<file path="src/rtl/bias_broadcast_engine_pkg.sv">
// Shared types and default sizing for the bias broadcast engine.
// Holds the controller state encoding and the job mode encoding.
package bias_broadcast_engine_pkg;

    localparam int DEF_DATA_W = 16;
    localparam int DEF_ADDR_W = 16;
    localparam int DEF_GROUP  = 25;
    localparam int DEF_CNT_W  = 16;

    typedef enum logic [2:0] {
        ST_IDLE,
        ST_LOAD,
        ST_FILL,
        ST_RDPIX,
        ST_WAITPIX,
        ST_WRPIX,
        ST_FINISH
    } state_e;

    typedef enum logic {
        MODE_OVERWRITE = 1'b0,
        MODE_ADD       = 1'b1
    } mode_e;

endpackage

</file>
<file path="src/rtl/bias_broadcast_engine_if.sv">
// Job request and memory read/write bus of the bias broadcast engine.
// master = engine side, slave = controller plus memory side.
interface bias_broadcast_engine_if
    import bias_broadcast_engine_pkg::*;
#(
    parameter int DATA_W = DEF_DATA_W,
    parameter int ADDR_W = DEF_ADDR_W,
    parameter int CNT_W  = DEF_CNT_W
);
    logic                     start;
    logic                     mode;
    logic [ADDR_W-1:0]        bias_base;
    logic [ADDR_W-1:0]        out_base;
    logic [CNT_W-1:0]         num_ch;
    logic [CNT_W-1:0]         out_h;
    logic [CNT_W-1:0]         out_w;
    logic                     rd_en;
    logic [ADDR_W-1:0]        rd_addr;
    logic                     rd_valid;
    logic signed [DATA_W-1:0] rd_data;
    logic                     wr_en;
    logic [ADDR_W-1:0]        wr_addr;
    logic signed [DATA_W-1:0] wr_data;
    logic                     wr_ready;
    logic                     busy;
    logic                     done;

    modport master (
        input  start, mode, bias_base, out_base, num_ch, out_h, out_w,
        input  rd_valid, rd_data, wr_ready,
        output rd_en, rd_addr, wr_en, wr_addr, wr_data, busy, done
    );

    modport slave (
        output start, mode, bias_base, out_base, num_ch, out_h, out_w,
        output rd_valid, rd_data, wr_ready,
        input  rd_en, rd_addr, wr_en, wr_addr, wr_data, busy, done
    );
endinterface

</file>
<file path="src/rtl/bias_broadcast_engine_bias_sat_add.sv">
// Combinational signed adder that clamps to the DATA_W two's-complement range.
module bias_sat_add
    import bias_broadcast_engine_pkg::*;
#(
    parameter int DATA_W = DEF_DATA_W
) (
    input  logic signed [DATA_W-1:0] a,
    input  logic signed [DATA_W-1:0] b,
    output logic signed [DATA_W-1:0] y
);
    function automatic logic signed [DATA_W-1:0] sat_add(
        input logic signed [DATA_W-1:0] x,
        input logic signed [DATA_W-1:0] z
    );
        logic [DATA_W:0] s;
        s = {x[DATA_W-1], x} + {z[DATA_W-1], z};
        // Overflow shows up as the two top bits of the extended sum disagreeing.
        if (s[DATA_W] != s[DATA_W-1])
            return s[DATA_W] ? {1'b1, {(DATA_W-1){1'b0}}} : {1'b0, {(DATA_W-1){1'b1}}};
        return s[DATA_W-1:0];
    endfunction

    assign y = sat_add(a, b);
endmodule

</file>
<file path="src/rtl/bias_broadcast_engine.sv">
// Broadcasts per-channel biases over an output feature map, either overwriting
// each pixel or adding the bias to it; biases are fetched in groups of GROUP.
module bias_broadcast_engine
    import bias_broadcast_engine_pkg::*;
#(
    parameter int DATA_W = DEF_DATA_W,
    parameter int ADDR_W = DEF_ADDR_W,
    parameter int GROUP  = DEF_GROUP,
    parameter int CNT_W  = DEF_CNT_W
) (
    input  logic                   clk,
    input  logic                   reset,
    bias_broadcast_engine_if.master bus
);
    localparam int BUF_W = (GROUP > 1) ? $clog2(GROUP) : 1;
    localparam int PIX_W = 2 * CNT_W;

    state_e                   state_q, state_d;
    mode_e                    mode_q, mode_d;
    logic [ADDR_W-1:0]        bias_base_q, bias_base_d;
    logic [ADDR_W-1:0]        pix_addr_q, pix_addr_d;
    logic [CNT_W-1:0]         num_ch_q, num_ch_d;
    logic [CNT_W-1:0]         ch_q, ch_d;
    logic [CNT_W-1:0]         load_len_q, load_len_d;
    logic [CNT_W-1:0]         load_cnt_q, load_cnt_d;
    logic [CNT_W-1:0]         buf_idx_q, buf_idx_d;
    logic [PIX_W-1:0]         npix_q, npix_d;
    logic [PIX_W-1:0]         pix_q, pix_d;
    logic                     rd_pend_q, rd_pend_d;
    logic                     done_q, done_d;
    logic signed [DATA_W-1:0] sum_q, sum_d;
    logic signed [DATA_W-1:0] buf_q [GROUP];
    logic                     buf_we;
    logic [BUF_W-1:0]         buf_widx;
    logic signed [DATA_W-1:0] cur_bias;
    logic signed [DATA_W-1:0] add_y;
    logic                     advance;
    state_e                   pix_state;

    function automatic logic [CNT_W-1:0] group_len(input logic [CNT_W-1:0] remaining);
        if (remaining > CNT_W'(GROUP))
            return CNT_W'(GROUP);
        return remaining;
    endfunction

    assign cur_bias  = buf_q[buf_idx_q[BUF_W-1:0]];
    assign pix_state = (mode_q == MODE_ADD) ? ST_RDPIX : ST_FILL;
    assign bus.busy  = (state_q != ST_IDLE);
    assign bus.done  = done_q;

    bias_sat_add #(.DATA_W(DATA_W)) u_sat (
        .a (bus.rd_data),
        .b (cur_bias),
        .y (add_y)
    );

    always_comb begin
        state_d     = state_q;
        mode_d      = mode_q;
        bias_base_d = bias_base_q;
        pix_addr_d  = pix_addr_q;
        num_ch_d    = num_ch_q;
        ch_d        = ch_q;
        load_len_d  = load_len_q;
        load_cnt_d  = load_cnt_q;
        buf_idx_d   = buf_idx_q;
        npix_d      = npix_q;
        pix_d       = pix_q;
        rd_pend_d   = rd_pend_q;
        sum_d       = sum_q;
        done_d      = 1'b0;
        buf_we      = 1'b0;
        buf_widx    = load_cnt_q[BUF_W-1:0];
        advance     = 1'b0;
        bus.rd_en   = 1'b0;
        bus.rd_addr = '0;
        bus.wr_en   = 1'b0;
        bus.wr_addr = '0;
        bus.wr_data = '0;

        case (state_q)
            ST_IDLE: begin
                if (bus.start) begin
                    mode_d      = mode_e'(bus.mode);
                    bias_base_d = bus.bias_base;
                    pix_addr_d  = bus.out_base;
                    num_ch_d    = bus.num_ch;
                    npix_d      = PIX_W'(bus.out_h) * PIX_W'(bus.out_w);
                    ch_d        = '0;
                    pix_d       = '0;
                    buf_idx_d   = '0;
                    load_cnt_d  = '0;
                    rd_pend_d   = 1'b0;
                    load_len_d  = group_len(bus.num_ch);
                    if (bus.num_ch == '0 || bus.out_h == '0 || bus.out_w == '0)
                        state_d = ST_FINISH;
                    else
                        state_d = ST_LOAD;
                end
            end
            ST_LOAD: begin
                // Single outstanding read: the next strobe waits for the return.
                if (!rd_pend_q) begin
                    bus.rd_en   = 1'b1;
                    bus.rd_addr = bias_base_q + ADDR_W'(ch_q) + ADDR_W'(load_cnt_q);
                    rd_pend_d   = 1'b1;
                end else if (bus.rd_valid) begin
                    buf_we     = 1'b1;
                    rd_pend_d  = 1'b0;
                    load_cnt_d = load_cnt_q + CNT_W'(1);
                    if (load_cnt_q + CNT_W'(1) == load_len_q) begin
                        buf_idx_d = '0;
                        pix_d     = '0;
                        state_d   = pix_state;
                    end
                end
            end
            ST_FILL: begin
                bus.wr_en   = 1'b1;
                bus.wr_addr = pix_addr_q;
                bus.wr_data = cur_bias;
                advance     = bus.wr_ready;
            end
            ST_RDPIX: begin
                bus.rd_en   = 1'b1;
                bus.rd_addr = pix_addr_q;
                state_d     = ST_WAITPIX;
            end
            ST_WAITPIX: begin
                if (bus.rd_valid) begin
                    sum_d   = add_y;
                    state_d = ST_WRPIX;
                end
            end
            ST_WRPIX: begin
                bus.wr_en   = 1'b1;
                bus.wr_addr = pix_addr_q;
                bus.wr_data = sum_q;
                advance     = bus.wr_ready;
            end
            ST_FINISH: begin
                done_d  = 1'b1;
                state_d = ST_IDLE;
            end
            default: state_d = ST_IDLE;
        endcase

        // Channels are laid out back to back, so the output address just counts up.
        if (advance) begin
            pix_addr_d = pix_addr_q + ADDR_W'(1);
            if (pix_q + PIX_W'(1) == npix_q) begin
                pix_d = '0;
                ch_d  = ch_q + CNT_W'(1);
                if (ch_q + CNT_W'(1) == num_ch_q) begin
                    state_d = ST_FINISH;
                end else if (buf_idx_q + CNT_W'(1) == load_len_q) begin
                    buf_idx_d  = '0;
                    load_cnt_d = '0;
                    load_len_d = group_len(num_ch_q - ch_q - CNT_W'(1));
                    state_d    = ST_LOAD;
                end else begin
                    buf_idx_d = buf_idx_q + CNT_W'(1);
                    state_d   = pix_state;
                end
            end else begin
                pix_d   = pix_q + PIX_W'(1);
                state_d = pix_state;
            end
        end
    end

    always_ff @(posedge clk) begin
        if (reset) begin
            state_q     <= ST_IDLE;
            mode_q      <= MODE_OVERWRITE;
            bias_base_q <= '0;
            pix_addr_q  <= '0;
            num_ch_q    <= '0;
            ch_q        <= '0;
            load_len_q  <= '0;
            load_cnt_q  <= '0;
            buf_idx_q   <= '0;
            npix_q      <= '0;
            pix_q       <= '0;
            rd_pend_q   <= 1'b0;
            done_q      <= 1'b0;
        end else begin
            state_q     <= state_d;
            mode_q      <= mode_d;
            bias_base_q <= bias_base_d;
            pix_addr_q  <= pix_addr_d;
            num_ch_q    <= num_ch_d;
            ch_q        <= ch_d;
            load_len_q  <= load_len_d;
            load_cnt_q  <= load_cnt_d;
            buf_idx_q   <= buf_idx_d;
            npix_q      <= npix_d;
            pix_q       <= pix_d;
            rd_pend_q   <= rd_pend_d;
            done_q      <= done_d;
        end
    end

    always_ff @(posedge clk) begin
        sum_q <= sum_d;
        if (buf_we)
            buf_q[buf_widx] <= bus.rd_data;
    end
endmodule

</file>
<file path="src/flat_wrapper.sv">
// flat-port wrapper written by rule: the top's interface ports become plain ports
module bias_broadcast_engine_flat import bias_broadcast_engine_pkg::*;
#(
    parameter int DATA_W = DEF_DATA_W,
    parameter int ADDR_W = DEF_ADDR_W,
    parameter int GROUP  = DEF_GROUP,
    parameter int CNT_W  = DEF_CNT_W
)
  (clk, reset, bus_start, bus_mode, bus_bias_base, bus_out_base, bus_num_ch, bus_out_h, bus_out_w, bus_rd_valid, bus_rd_data, bus_wr_ready, bus_rd_en, bus_rd_addr, bus_wr_en, bus_wr_addr, bus_wr_data, bus_busy, bus_done);
  bias_broadcast_engine_if #(.DATA_W(DATA_W), .ADDR_W(ADDR_W), .CNT_W(CNT_W)) bus_i ();
  input  logic clk;
  input  logic reset;
  input wire logic [$bits(bus_i.start)-1:0] bus_start;
  input wire logic [$bits(bus_i.mode)-1:0] bus_mode;
  input wire logic [$bits(bus_i.bias_base)-1:0] bus_bias_base;
  input wire logic [$bits(bus_i.out_base)-1:0] bus_out_base;
  input wire logic [$bits(bus_i.num_ch)-1:0] bus_num_ch;
  input wire logic [$bits(bus_i.out_h)-1:0] bus_out_h;
  input wire logic [$bits(bus_i.out_w)-1:0] bus_out_w;
  input wire logic [$bits(bus_i.rd_valid)-1:0] bus_rd_valid;
  input wire logic [$bits(bus_i.rd_data)-1:0] bus_rd_data;
  input wire logic [$bits(bus_i.wr_ready)-1:0] bus_wr_ready;
  output wire logic [$bits(bus_i.rd_en)-1:0] bus_rd_en;
  output wire logic [$bits(bus_i.rd_addr)-1:0] bus_rd_addr;
  output wire logic [$bits(bus_i.wr_en)-1:0] bus_wr_en;
  output wire logic [$bits(bus_i.wr_addr)-1:0] bus_wr_addr;
  output wire logic [$bits(bus_i.wr_data)-1:0] bus_wr_data;
  output wire logic [$bits(bus_i.busy)-1:0] bus_busy;
  output wire logic [$bits(bus_i.done)-1:0] bus_done;
  assign bus_i.start = bus_start;
  assign bus_i.mode = bus_mode;
  assign bus_i.bias_base = bus_bias_base;
  assign bus_i.out_base = bus_out_base;
  assign bus_i.num_ch = bus_num_ch;
  assign bus_i.out_h = bus_out_h;
  assign bus_i.out_w = bus_out_w;
  assign bus_i.rd_valid = bus_rd_valid;
  assign bus_i.rd_data = bus_rd_data;
  assign bus_i.wr_ready = bus_wr_ready;
  assign bus_rd_en = bus_i.rd_en;
  assign bus_rd_addr = bus_i.rd_addr;
  assign bus_wr_en = bus_i.wr_en;
  assign bus_wr_addr = bus_i.wr_addr;
  assign bus_wr_data = bus_i.wr_data;
  assign bus_busy = bus_i.busy;
  assign bus_done = bus_i.done;
  bias_broadcast_engine #(.DATA_W(DATA_W), .ADDR_W(ADDR_W), .GROUP(GROUP), .CNT_W(CNT_W)) u_core (.clk(clk), .reset(reset), .bus(bus_i));
endmodule
</file>
<file path="config.mk">
export PLATFORM = sky130hd
export DESIGN_NAME = bias_broadcast_engine_flat
export DESIGN_NICKNAME = d
export VERILOG_FILES = /design/src/rtl/bias_broadcast_engine_pkg.sv /design/src/rtl/bias_broadcast_engine_if.sv /design/src/rtl/bias_broadcast_engine_bias_sat_add.sv /design/src/rtl/bias_broadcast_engine.sv /design/src/flat_wrapper.sv
export SDC_FILE = /design/constraint.sdc
export NUM_CORES = 2
export LEC_CHECK = 0
export ABC_AREA = 1
export CAP_MARGIN = 5
export CORE_MARGIN = 2
export CORE_UTILIZATION = 63
export DETAILED_ROUTE_END_ITERATION = 10
export PLACE_DENSITY = 0.9
export SYNTH_ARGS = -nofsm -noshare
export SYNTH_HDL_FRONTEND = slang
export SYNTH_HIERARCHICAL = 1
export SYNTH_SLANG_ARGS = --single-unit
</file>
<file path="constraint.sdc">
create_clock -name clk -period 6.9 [get_ports clk]
set_input_delay 0.69 -clock clk [delete_from_list [all_inputs] [get_ports clk]]
set_output_delay 0.69 -clock clk [all_outputs]
set_load 0.005 [all_outputs]
</file>
# [Yosys cells after proc, flatten, opt, wreduce, memory -nomap -nowiden]
# Memories as Yosys holds them, arrays and structs flattened. A register that Yosys moved wholly into a read port is not among the register bits.
# Cells that the tools add are included.
[classes] n_addsub=10 mul=1 n_lt_le_gt_ge=2 eq_ne=18 mux=84 n_reduce_logical=18
[op_table] operator="$mux W16" n=37
[op_table] operator="$mux W32" n=6
[op_table] operator="$pmux W16 S2" n=4
[op_table] operator="$add A16 B1 Y16 const B" n=4
[op_table] operator="$pmux W32 S2" n=1
[op_table] operator="$eq A16 B16 Y1" n=3
[op_table] operator="$logic_not A16 Y1" n=3
[op_table] operator="$add A16 B16 Y16" n=2
[op_table] operator="$add A32 B1 Y32 const B" n=1
[op_table] operator="$eq A32 B32 Y1" n=1
[op_table] operator="$gt A16 B5 Y1 const B" n=2
[op_table] operator="$mul A16 B16 Y32" n=1
[op_table] operator="$mux W3" n=10
[op_table] operator="$mux W1" n=22
[op_table] operator="$add A16 B16 Y17" n=1
[op_table] operator="$sub A16 B1 Y16 const B" n=1
[op_table] operator="$sub A16 B16 Y16" n=1
[op_table] operator="$pmux W3 S5" n=1
[op_table] operator="$eq A3 B3 Y1 const B" n=3
[op_table] operator="$ne A3 B2 Y1 const B" n=3
[op_table] operator="$reduce_and A2 Y1" n=4
[op_table] operator="$eq A3 B2 Y1 const B" n=2
[op_table] operator="$ne A3 B1 Y1 const B" n=2
[op_table] operator="$reduce_and A6 Y1" n=1
[op_table] operator="other kinds (12)" n=17
[totals] ff_bits=198 mem_bits_rw=400 in_bits=102 output_inout_bits=52 wordCells=148 n_memories=1
[mem_list] name="u_core.buf_q" words=25 word_bits=16 rd=1 rd_ports_with_merged_regs=1 write_ports=1 line_no="bias_broadcast_engine.sv:32" rtl="logic signed [DATA_W-1:0] buf_q [GROUP];"

# [Logic depth before layout (Yosys ltp)]
[logic_depth] ltp_word=13 ltp_mapped=28 ltp_nobuf=26

# [By module]
# The synthesis kept the hierarchy.
[modules_own_cells] module="bias_broadcast_engine" instances=1 cells_each=4592 area_each_um2=38481.9 seq_area_each_um2=16135.5
[modules_own_cells] module="bias_sat_add" instances=1 cells_each=194 area_each_um2=1022.2 seq_area_each_um2=0.0

# [Worst setup path after synthesis]
# OpenSTA, ideal clock, no wires.
[synth_timing] kind="in2reg" startpoint="input port bus_out_h[7]" endpoint="register u_core.npix_q[27]" arrival_time_ps=6021 required_ps=6785 setup_slack_ps=764 cell_stages=27 path_cell_list="clkbuf_1 > clkbuf_1 > nand2_1 > fa_1 > inv_1 > fa_1 > inv_1 > fa_1 > inv_1 > fa_1 > fa_1 > inv_1 > fa_1 > inv_1 > ha_1 > nand2_1 > inv_1 > a21oi_1 > nand2_1 > a31oi_1 > o21ai_0 > a21oi_1 > o21bai_1 > nand2_1 > inv_1 > o21ai_0 > inv_1"
[synth_between] elab_chain_cells=1
[synth_rtl] element="start, declared" line_no="flat_wrapper.sv:18" rtl="input wire logic [$bits(bus_i.out_h)-1:0] bus_out_h;"
[synth_rtl] element="$mul A16 B16 Y32" line_no="bias_broadcast_engine.sv:88" rtl="npix_d = PIX_W'(bus.out_h) * PIX_W'(bus.out_w);"
[synth_rtl] element="end signal, assigned" line_no="bias_broadcast_engine.sv:197" rtl="npix_q <= npix_d;"
[synth_rtl] element="end, declared" line_no="bias_broadcast_engine.sv:27" rtl="logic [PIX_W-1:0] npix_q, npix_d;"
# Every way passes these cells.
# A chain may end at the register's enable or synchronous reset.

# [Worst setup path in the final report]
[layout_timing] startpoint="input port bus_out_w[2]" endpoint="register u_core.npix_q[27]"
[layout_between] elab_chain_cells=1
[layout_rtl] element="start, declared" line_no="flat_wrapper.sv:19" rtl="input wire logic [$bits(bus_i.out_w)-1:0] bus_out_w;"
[layout_rtl] element="$mul A16 B16 Y32" line_no="bias_broadcast_engine.sv:88"
# Every way passes these cells.

==> impl_metrics.toml <==
[setup_path]
cp-end-kind = "register"
critical-path-max-stage-delay_ps = 730
worstSetupPathType = "in2reg"
arrival_ps = 6840
start_kind = "primary input"
critical-path-slowest-cell = "clkdlybuf4s50_1"
critical_path_required_ps = 7430
cp_max_fo = 9

[global_routing]
track_usage_pct = 34.0
first_global_vias = 33700
grt_pass1_wl_mm = 173
grt_remaining_overflow = 0
grt_max_degree = 91
antenna_found_initial = 1

[synthesis]
seq_area_frac_synth_pct = 40.8
synth_top_family_by_area = "simple AND/OR/NAND/NOR gates"
async_reset_ff_share_pct = 0
ys_ff_latch = 598
avgSynthCellArea_um2 = 8.25
ys.flop_type = "edfxtp_1"
synth-xor-area-share_pct = 1.94
synth_compound_area_share_pct = 10.5
synthDistinctLibCells = 55
synth_top_area_cell = "edfxtp_1"
netlist_area_um2 = 39500
yosys_warnings = 6
synth_edf_count = 416
muxShareOfSynthArea_pct = 0
synth_top_area_share_pct = 31.6
synthCells = 4786
yosys.area_share.simple_pct = 22.3
yosys.area_share.adder_pct = 15.7
syn_nets = 5257
yosys-top-cells-area = "edfxtp_1 32%, fa_1 11%, nand2_1 11%"

[sta]
timing.fmax_mhz = 158
finalHoldViolations = 0
setup_viol = 0
timing.final.crit_share_pct = 91.5
fin_tns_setup_ps = 0
skew_ps = 44.3
relSlewSlack_pct = 29.7
rsz0062_at_grt = "false"
tightest_slew_ps = 1050
period_needed_ps = 6310
slew_viol_final = 0

[run]
max-cap-violations = 0

[place]
io_buffers = 153
dp_hpwl_mm = 76.0
gp_congestion = 0.995
dpl.cell_count = 5668

[power_and_ir_drop]
ir_drop_uv = 661
power_density_nw_per_um2 = 336
power_leakage_nw = 19.1
clockPowerShare_pct = 22.5
p_sw_w = 0.00618
p_comb_share_pct = 49.4
switching_share_pct = 41.8
pwr-share-seq_pct = 28.1
internal_power_w = 0.00861

[clock_network]
post-cts-setup-buffer-count = 0
cts_buffers = 57
cts_tree = "yes"
cts_hold_repair.buffers = 0
post_cts_resized = 0
htree_levels = 2
clockRootBuffer = "clkbuf_16"
cts_max_path_buffers = 3
path_clk_slew_ps = 70
clock_sink_count = 598
clk_latency_ps = 660

[finish]
antenna_cells = 0
stdcell_count = 5776
nFillCells = 4428
nets = 5361
layout_commonest_cell = "nand2_1"
drive_gt1_share_pct = 5.61
area_growth_pct = 11.5
final_cell_mix = "1117 x nand2_1, 674 x inv_1, 544 x nor2_1"

[hold_path]
hp-class = "reg2reg"

[floorplanning]
die_w_um = 254
start_util_pct = 63.9
core-area_um2 = 61800
die-area_um2 = 64700
rows = 91
pin_count = 154
die_h_um = 254

[route]
drt-met1-wl_mm = 40.7
wl_per_cell_um = 18.9
wl_met3_mm = 11.3
dr.pass1.iters = 9
drtIter0Drc = 4370
vias_per_cell = 5.96
drt-total-wl_mm = 109
highest_layer = "met5"
drc = 0
postRouteAntennaNets = 0
vias = 34400
wl_met2_mm = 51.7

[run_status]
status = "finished, final reports clean"
-- layer usage --
layer,global-route usage [%],vias up
met5,0,-
met2,56.6,2118
met1,44.0,16100
li1,-,15800
met4,16.6,2
met3,4.69,411
-- path summary, 6_finish.rpt --
| kind | startpoint | to | slack (ps) | depth (start not counted) |
|---|---|---|---|---|
| worst max-delay path | bus_out_w[2] | u_core/npix_q[27] | 590 | 25 |
| worst min-delay path | u_core/pix_addr_q[15] | u_core/pix_addr_q[15] | 470 | 2 |
| worst max register to register | u_core/buf_idx_q[0] | u_core/sum_q[2] | 2060 | 23 |
| worst min register to register | u_core/pix_addr_q[15] | u_core/pix_addr_q[15] | 470 | 2 |
-- state kept, by name, indices dropped and copies added (netlist names), 16 cells and up --
register and cells:
u_core/sum_q 16, u_core/npix_q 32, u_core/num_ch_q 16, u_core/load_cnt_q 16, u_core/buf_idx_q 16, u_core/ch_q 16
u_core/buf_q 400, u_core/bias_base_q 16, u_core/pix_addr_q 16, u_core/pix_q 32, u_core/load_len_q 16
-- cell type report --
type / instances / area, µm² / share of cell area [%]
timing repair buffer: 260 / 2340 / 5.32
multi-input combinational: 3283 / 19900 / 45.2
inverter: 690 / 2590 / 5.89
tap: 837 / 1050 / 2.38
sequential: 598 / 16100 / 36.6
clock inverter: 38 / 445 / 1.01
clock buffer: 70 / 1560 / 3.54
-- stage by stage --
step | cell area (µm²) | power [W] | worst slack [ps] | hold WS (ps) | utilization, %
after floorplan | 39500 | 0.00945 | 764 | 444 | -
final | 44100 | 0.0148 | 587 | 470 | 71.3
after global routing | 44100 | 0.0159 | 222 | 496 | 71.3
after detailed placement | 42100 | 0.0113 | 74.6 | 459 | 68.0
after global placement | 42100 | 0.0112 | 215 | 454 | 68.0
after CTS | 44100 | 0.0147 | 719 | 469 | 71.3
-- worst max-delay path, delay by kind of cell --
family | cells | cell delay [ps]
compound gates | 7 | 1530
simple gates | 4 | 280
fa+ha+maj | 7 | 3120
buf+inv | 7 | 1220
-- cells by family (layout without fill, tap and decap cells) --
| kind of cell | Yosys count | count (layout) |
|---|---|---|
| xor+xnor | 78 | 78 |
| buf+inv | 905 | 1058 |
| flops | 598 | 598 |
| simple gates | 2116 | 2116 |
| fa+ha+maj | 369 | 369 |
| compound gates | 720 | 720 |
-- Yosys cell counts (12+ instances only) --
| master | instances |
|---|---|
| fa_1 | 212 |
| a22o_1 | 16 |
| nand3_1 | 254 |
| nand4_1 | 54 |
| clkbuf_1 | 190 |
| xnor2_1 | 19 |
| o221ai_1 | 63 |
| nand2_2 | 15 |
| inv_1 | 676 |
| a21oi_1 | 212 |
| nor2_1 | 545 |
| xor2_1 | 53 |
| nand2_1 | 1117 |
| dfxtp_1 | 182 |
| nor4_1 | 12 |
| buf_2 | 13 |
| ha_1 | 157 |
| o211ai_1 | 15 |
| nor3_1 | 57 |
| edfxtp_1 | 416 |
| o22ai_1 | 47 |
| o21ai_0 | 313 |
-- power groups by stage --
stage	clock network, W	logic (W)	registers, W
finish	0.00333	0.00731	0.00415
global route	0.00347	0.00832	0.00416
CTS	0.00333	0.00718	0.00414
detailed placement	0	0.00711	0.00422
global placement	0	0.00698	0.00421
floorplan	0	0.00528	0.00417
(Power assumes the default switching activity.)
